`config.mk`:
```
export PLATFORM = sky130hd
export DESIGN_NAME = bias_add_9
export DESIGN_NICKNAME = d
export VERILOG_FILES = /design/src/rtl/bias_add_9.sv
export SDC_FILE = /design/constraint.sdc
export NUM_CORES = 1
export LEC_CHECK = 0
export ABC_AREA = 1
export CAP_MARGIN = 10
export CORE_AREA = 2 2 97 99
export CTS_BUF_LIST = sky130_fd_sc_hd__clkbuf_8 sky130_fd_sc_hd__clkbuf_16
export CTS_CLUSTER_DIAMETER = 80
export CTS_CLUSTER_SIZE = 24
export DETAILED_ROUTE_END_ITERATION = 10
export DIE_AREA = 0 0 99 101
export MAX_ROUTING_LAYER = met4
export PLACE_DENSITY = 0.76
export SLEW_MARGIN = 30
export SYNTH_ARGS = -nofsm -noshare
export SYNTH_HDL_FRONTEND = slang
export SYNTH_SLANG_ARGS = --single-unit
```
`constraint.sdc`:
```
create_clock -name ap_clk -period 3 [get_ports ap_clk]
set_clock_uncertainty 0.05 [all_clocks]
set_input_delay 0.9 -clock ap_clk [delete_from_list [all_inputs] [get_ports ap_clk]]
set_output_delay 0.9 -clock ap_clk [all_outputs]
set_load 0.05 [all_outputs]
```
`src/rtl/bias_add_9.sv`:
```
// bias_add_9: adds the per-channel bias to each layer-9 accumulator sample, saturates to OUT_W, ap_fifo out.
`ifndef COEFF_WIDTH
`define COEFF_WIDTH 16
`endif
`ifndef KERN_S_K_9
`define KERN_S_K_9 16
`endif
module bias_add_9 #(
  parameter int ACC_W      = 32,
  parameter int COEFF_W    = `COEFF_WIDTH,
  parameter int OUT_W      = 16,
  parameter int NUM_CH     = `KERN_S_K_9,
  parameter int PIX_PER_CH = 64
) (
  input  logic               ap_clk,
  input  logic               ap_rst_n,
  input  logic [ACC_W-1:0]   input_V_dout,
  input  logic               input_V_empty_n,
  output logic               input_V_read,
  input  logic [COEFF_W-1:0] bias_V_dout,
  input  logic               bias_V_empty_n,
  output logic               bias_V_read,
  output logic [OUT_W-1:0]   output_V_din,
  input  logic               output_V_full_n,
  output logic               output_V_write
);
  localparam int PW = PIX_PER_CH > 1 ? $clog2(PIX_PER_CH) : 1;
  localparam int CW = NUM_CH > 1 ? $clog2(NUM_CH) : 1;
  localparam logic signed [ACC_W:0] SAT_HI = (ACC_W+1)'((2 ** (OUT_W - 1)) - 1);
  localparam logic signed [ACC_W:0] SAT_LO = ~SAT_HI;
  typedef enum logic {LOAD, RUN} state_t;
  state_t                state_q, state_d;
  logic [PW-1:0]         pix_cnt_q, pix_cnt_d;
  logic [CW-1:0]         ch_cnt_q, ch_cnt_d;
  logic [COEFF_W-1:0]    bias_q, bias_d;
  logic                  out_valid_q, out_valid_d;
  logic [OUT_W-1:0]      out_q, out_d;
  logic                  accept, last_pix;
  logic signed [ACC_W:0] sum;
  logic [OUT_W-1:0]      sat;
  always_comb begin
    accept = state_q == RUN && input_V_empty_n && (!out_valid_q || output_V_full_n);
    last_pix = pix_cnt_q == PW'(PIX_PER_CH - 1);
    sum = {input_V_dout[ACC_W-1], input_V_dout} + {{(ACC_W+1-COEFF_W){bias_q[COEFF_W-1]}}, bias_q};
    sat = sum > SAT_HI ? SAT_HI[OUT_W-1:0] : sum < SAT_LO ? SAT_LO[OUT_W-1:0] : sum[OUT_W-1:0];
`ifdef BIAS_ADD_9_RELU_EN
    sat = sat[OUT_W-1] ? '0 : sat;
`endif
    input_V_read = accept;
    bias_V_read = ap_rst_n && state_q == LOAD && bias_V_empty_n;
    output_V_write = out_valid_q && output_V_full_n;
    output_V_din = out_q;
    state_d = bias_V_read ? RUN : (accept && last_pix) ? LOAD : state_q;
    pix_cnt_d = accept ? (last_pix ? '0 : pix_cnt_q + PW'(1)) : pix_cnt_q;
    ch_cnt_d = (accept && last_pix) ? (ch_cnt_q == CW'(NUM_CH - 1) ? '0 : ch_cnt_q + CW'(1)) : ch_cnt_q;
    bias_d = bias_V_read ? bias_V_dout : bias_q;
    out_valid_d = accept || (out_valid_q && !output_V_full_n);
    out_d = accept ? sat : out_q;
  end
  always_ff @(posedge ap_clk or negedge ap_rst_n) begin
    if (!ap_rst_n) begin
      state_q     <= LOAD;
      pix_cnt_q   <= '0;
      ch_cnt_q    <= '0;
      bias_q      <= '0;
      out_valid_q <= 1'b0;
      out_q       <= '0;
    end else begin
      state_q     <= state_d;
      pix_cnt_q   <= pix_cnt_d;
      ch_cnt_q    <= ch_cnt_d;
      bias_q      <= bias_d;
      out_valid_q <= out_valid_d;
      out_q       <= out_d;
    end
  end
endmodule

```
==> flow_summary.yaml <==
outcome:
  outcome: "complete, but fails checks"
  violations: "setup timing"
clocking:
  cts_htree_levels: 2
  numCtsBuffers: 5
  clk_pin_slew_ps: 90
  cts.path.max_buffers: 2
  cts_sinks: 40
  clock_latency_ps: 310
  cts_tree: "done"
  cts_hold_buf: 0
  clockRootBuffer: "clkbuf_8"
setup_path:
  path_cells: "clkbuf_2 > ha_4 > nand2_4 > inv_2 > nand2_1 > nand2_1 > nand2_1 > nand2_2 > inv_1 > nand2_1 > nand2_1 > nand2_1 > nand2_1 > nor2_1 > nand2_1 > nor2_2 > nand3_4 > nand2_8 > nand2_1 > a21oi_2"
  cp_num_buf_inv: 3
  cp-end-kind: "flop"
  critical_path.slowest_cell: "ha_4"
  critical_path.max_stage_delay_ps: 330
  crit_top_cell: "nand2_1"
  arrival_ps: 3330
  crit_path_max_fanout: 8
  path_class: "in2reg"
  path_delay_family: "simple AND/OR/NAND/NOR gates"
  critPathLaunchType: "primary input"
  required_ps: 3190
final_layout:
  nets: 1036
  final_cell_mix: "nand2_1 (213), inv_1 (98), buf_4 (97)"
  instances_no_fill: 1061
  drive_gt1_frac: 0.4705
  final_util: 0.8552
  syn_to_final_growth_pct: 72.26
  num_antenna_cells: 0
  layout_commonest_cell: "nand2_1"
yosys:
  synth.distinct_cells: 34
  synthAdderAreaFrac: 0.09714
  synthSimpleGateAreaFrac: 0.4447
  synth.net_count: 854
  ys_ff_latch: 40
  synth_xor_xnor_area_share: 0.03565
  ys_seq_area_frac: 0.2246
  avgSynthCellArea_um2: 5.811
  syn_inst: 767
  muxShareOfSynthArea: 0
  netlist_area_um2: 4457
  synth_edf_count: 0
  yosys_warnings: 0
  synth_compound_area_frac: 0.07833
  synth_top_family_by_area: "simple AND/OR/NAND/NOR gates"
  synthArstFlopShare: 1.000
  synth_ff_type: "dfrtp_1"
timing:
  slew_violations: 0
  setup_tns_ps: -1795
  fin_crit_sh: 1.045
  relSlewSlack: 0.6548
  setup_viol: 15
  max_freq_mhz: 318.9
  whs_ps: 424.5
  min_period_ps: 3136
  finalHoldViolations: 0
  fin_ws_ps: -136.3
  worst_pin_slew_ps: 517.8
place:
  hpwl_um: 10700
  pre_cts_slack_ps: -714.3
  port_buffers: 71
  gp_congestion: 0.9570
  dp.cells: 1030
floorplan:
  rows: 35
  io_pins: 72
  die_width_um: 99
  initial_core_util: 0.4964
  dieArea_um2: 9999
  core_area_um2: 8977
  die_h_um: 101
global_route:
  grt_usage: 0.3036
  grt_max_degree: 41
  grt_pass1_vias: 5479
  grt_overflow_total: 0
  grt_pass1_wl_um: 24020
  grt_antenna_before_repair: 0
detailed_routing:
  via_count: 6481
  dr.pass1.iters: 7
  remaining_drc_errors: 0
  drtIter0Drc: 666
  wirelength_um: 21950
  antenna_left: 0
  vias_per_cell: 6.108
  wire_per_inst_um: 20.69
pwr:
  switching_share: 0.4119
  leakage_nw: 4.021
  p_comb_frac: 0.472
  netSwitchingPower_uw: 889.5
  powerDensity_nw_per_um2: 281.3
  vdd_ir_drop_max_v: 0.0002495
  clock_power_share: 0.219
  power.internal_mw: 1.270
  seq_power_share: 0.309
hold_path:
  hp-class: "reg2reg"
job:
  drv_cap: 0
-- sequential cells by signal, summed over array words and instances, names as in the netlist --
signal        cells
bias_q           16
output_V_din     16
pix_cnt_q         6
out_valid_q       1
state_q           1
-- area by class of cell --
cell class / instances / area [um^2]
multi-input combinational: 590 / 4404
timing repair buffer: 180 / 1518
fill: 412 / 1300
sequential: 40 / 1001
inverter: 132 / 500.5
tap: 111 / 138.9
clock buffer: 5 / 68.82
clock inverter: 3 / 46.29
-- synthesized netlist by cell type (2+ instances only) --
library cell,n,area (um^2)
clkbuf_1,4,15.01
inv_1,128,480.5
inv_2,3,11.26
o21bai_1,2,15.01
nand3_2,3,30.03
a21oi_2,10,87.58
nor3_1,7,35.03
dfrtp_1,40,1001
ha_1,33,412.9
o21ai_0,7,35.03
xnor2_1,4,35.03
nand3_1,37,185.2
nand4_1,10,62.56
nor2_2,5,31.28
nor2_1,71,266.5
buf_6,2,22.52
nand2_2,8,50.05
nand2_1,329,1235
xor2_1,11,96.34
and2_1,5,31.28
a21oi_1,35,175.2
-- power groups by stage --
stage | registers (mW) | clock network [mW] | logic [mW]
after global routing | 0.675 | 0.496 | 1.06
after CTS | 0.664 | 0.460 | 0.833
after detailed placement | 0.674 | 0 | 0.747
after floorplan | 0.786 | 0 | 0.311
after global placement | 0.668 | 0 | 0.732
final | 0.668 | 0.473 | 1.02
-- what timing repair did --
action,CTS,global route
gates cloned,1,1
setup buffers,9,12
pin swaps,66,145
gates resized for setup,165,284
hold endpoints to repair,0,0
endpoints found under the setup margin,16,15
-- stage by stage --
step	area, um^2	power [mW]
4_1_cts	6840	1.956
3_5_place_dp	5987	1.421
2_1_floorplan	4472	1.097
5_1_grt	7677	2.237
3_3_place_gp	5987	1.401
6_report	7677	2.160
-- per-layer routing --
layer,up-vias,track usage,routed length [um]
met2,606,0.5353,9908
li1,2707,-,-
met1,2916,0.3467,7449
met3,252,0.05548,2460
met4,0,0.1054,2128
met5,-,-,0
-- logic make-up (layout without fill, tap and decap cells) --
kind of cell | Yosys count | count (layout)
buffers and inverters | 138 | 320
adders and majority gates | 34 | 34
AOI/OAI and AO/OA | 58 | 58
DFF | 40 | 40
and+or+nand+nor | 481 | 482
xor gates and xnor gates | 16 | 16
-- worst paths after layout --
path / startpoint / endpoint / slack, ps / cells past startpoint
max: input_V_dout[11] / output_V_din[1] / -140 / 20
min in group asynchronous: ap_rst_n / bias_q[6] / 610 / 2
min reg2reg: pix_cnt_q[4] / pix_cnt_q[4] / 420 / 1
max reg2reg: bias_q[15] / output_V_din[7] / -30 / 18
max in group asynchronous: ap_rst_n / output_V_din[8] / 1920 / 2
min: pix_cnt_q[4] / pix_cnt_q[4] / 420 / 1
-- worst register-to-register path, cell delays in order (launching register included) --
cell	delay, ps
dfrtp_1	380
buf_12	240
ha_4	260
buf_6	140
a21oi_4	180
nor2_2	60
nor2_1	160
nand2_2	150
inv_1	120
nand3_1	80
nand2_1	110
nand2_1	80
nor2_2	120
nand2_2	70
nor2_4	100
nand3_2	100
a21oi_4	260
buf_12	180
a21oi_4	60
Note: power is estimated with default switching activity, not from simulation.
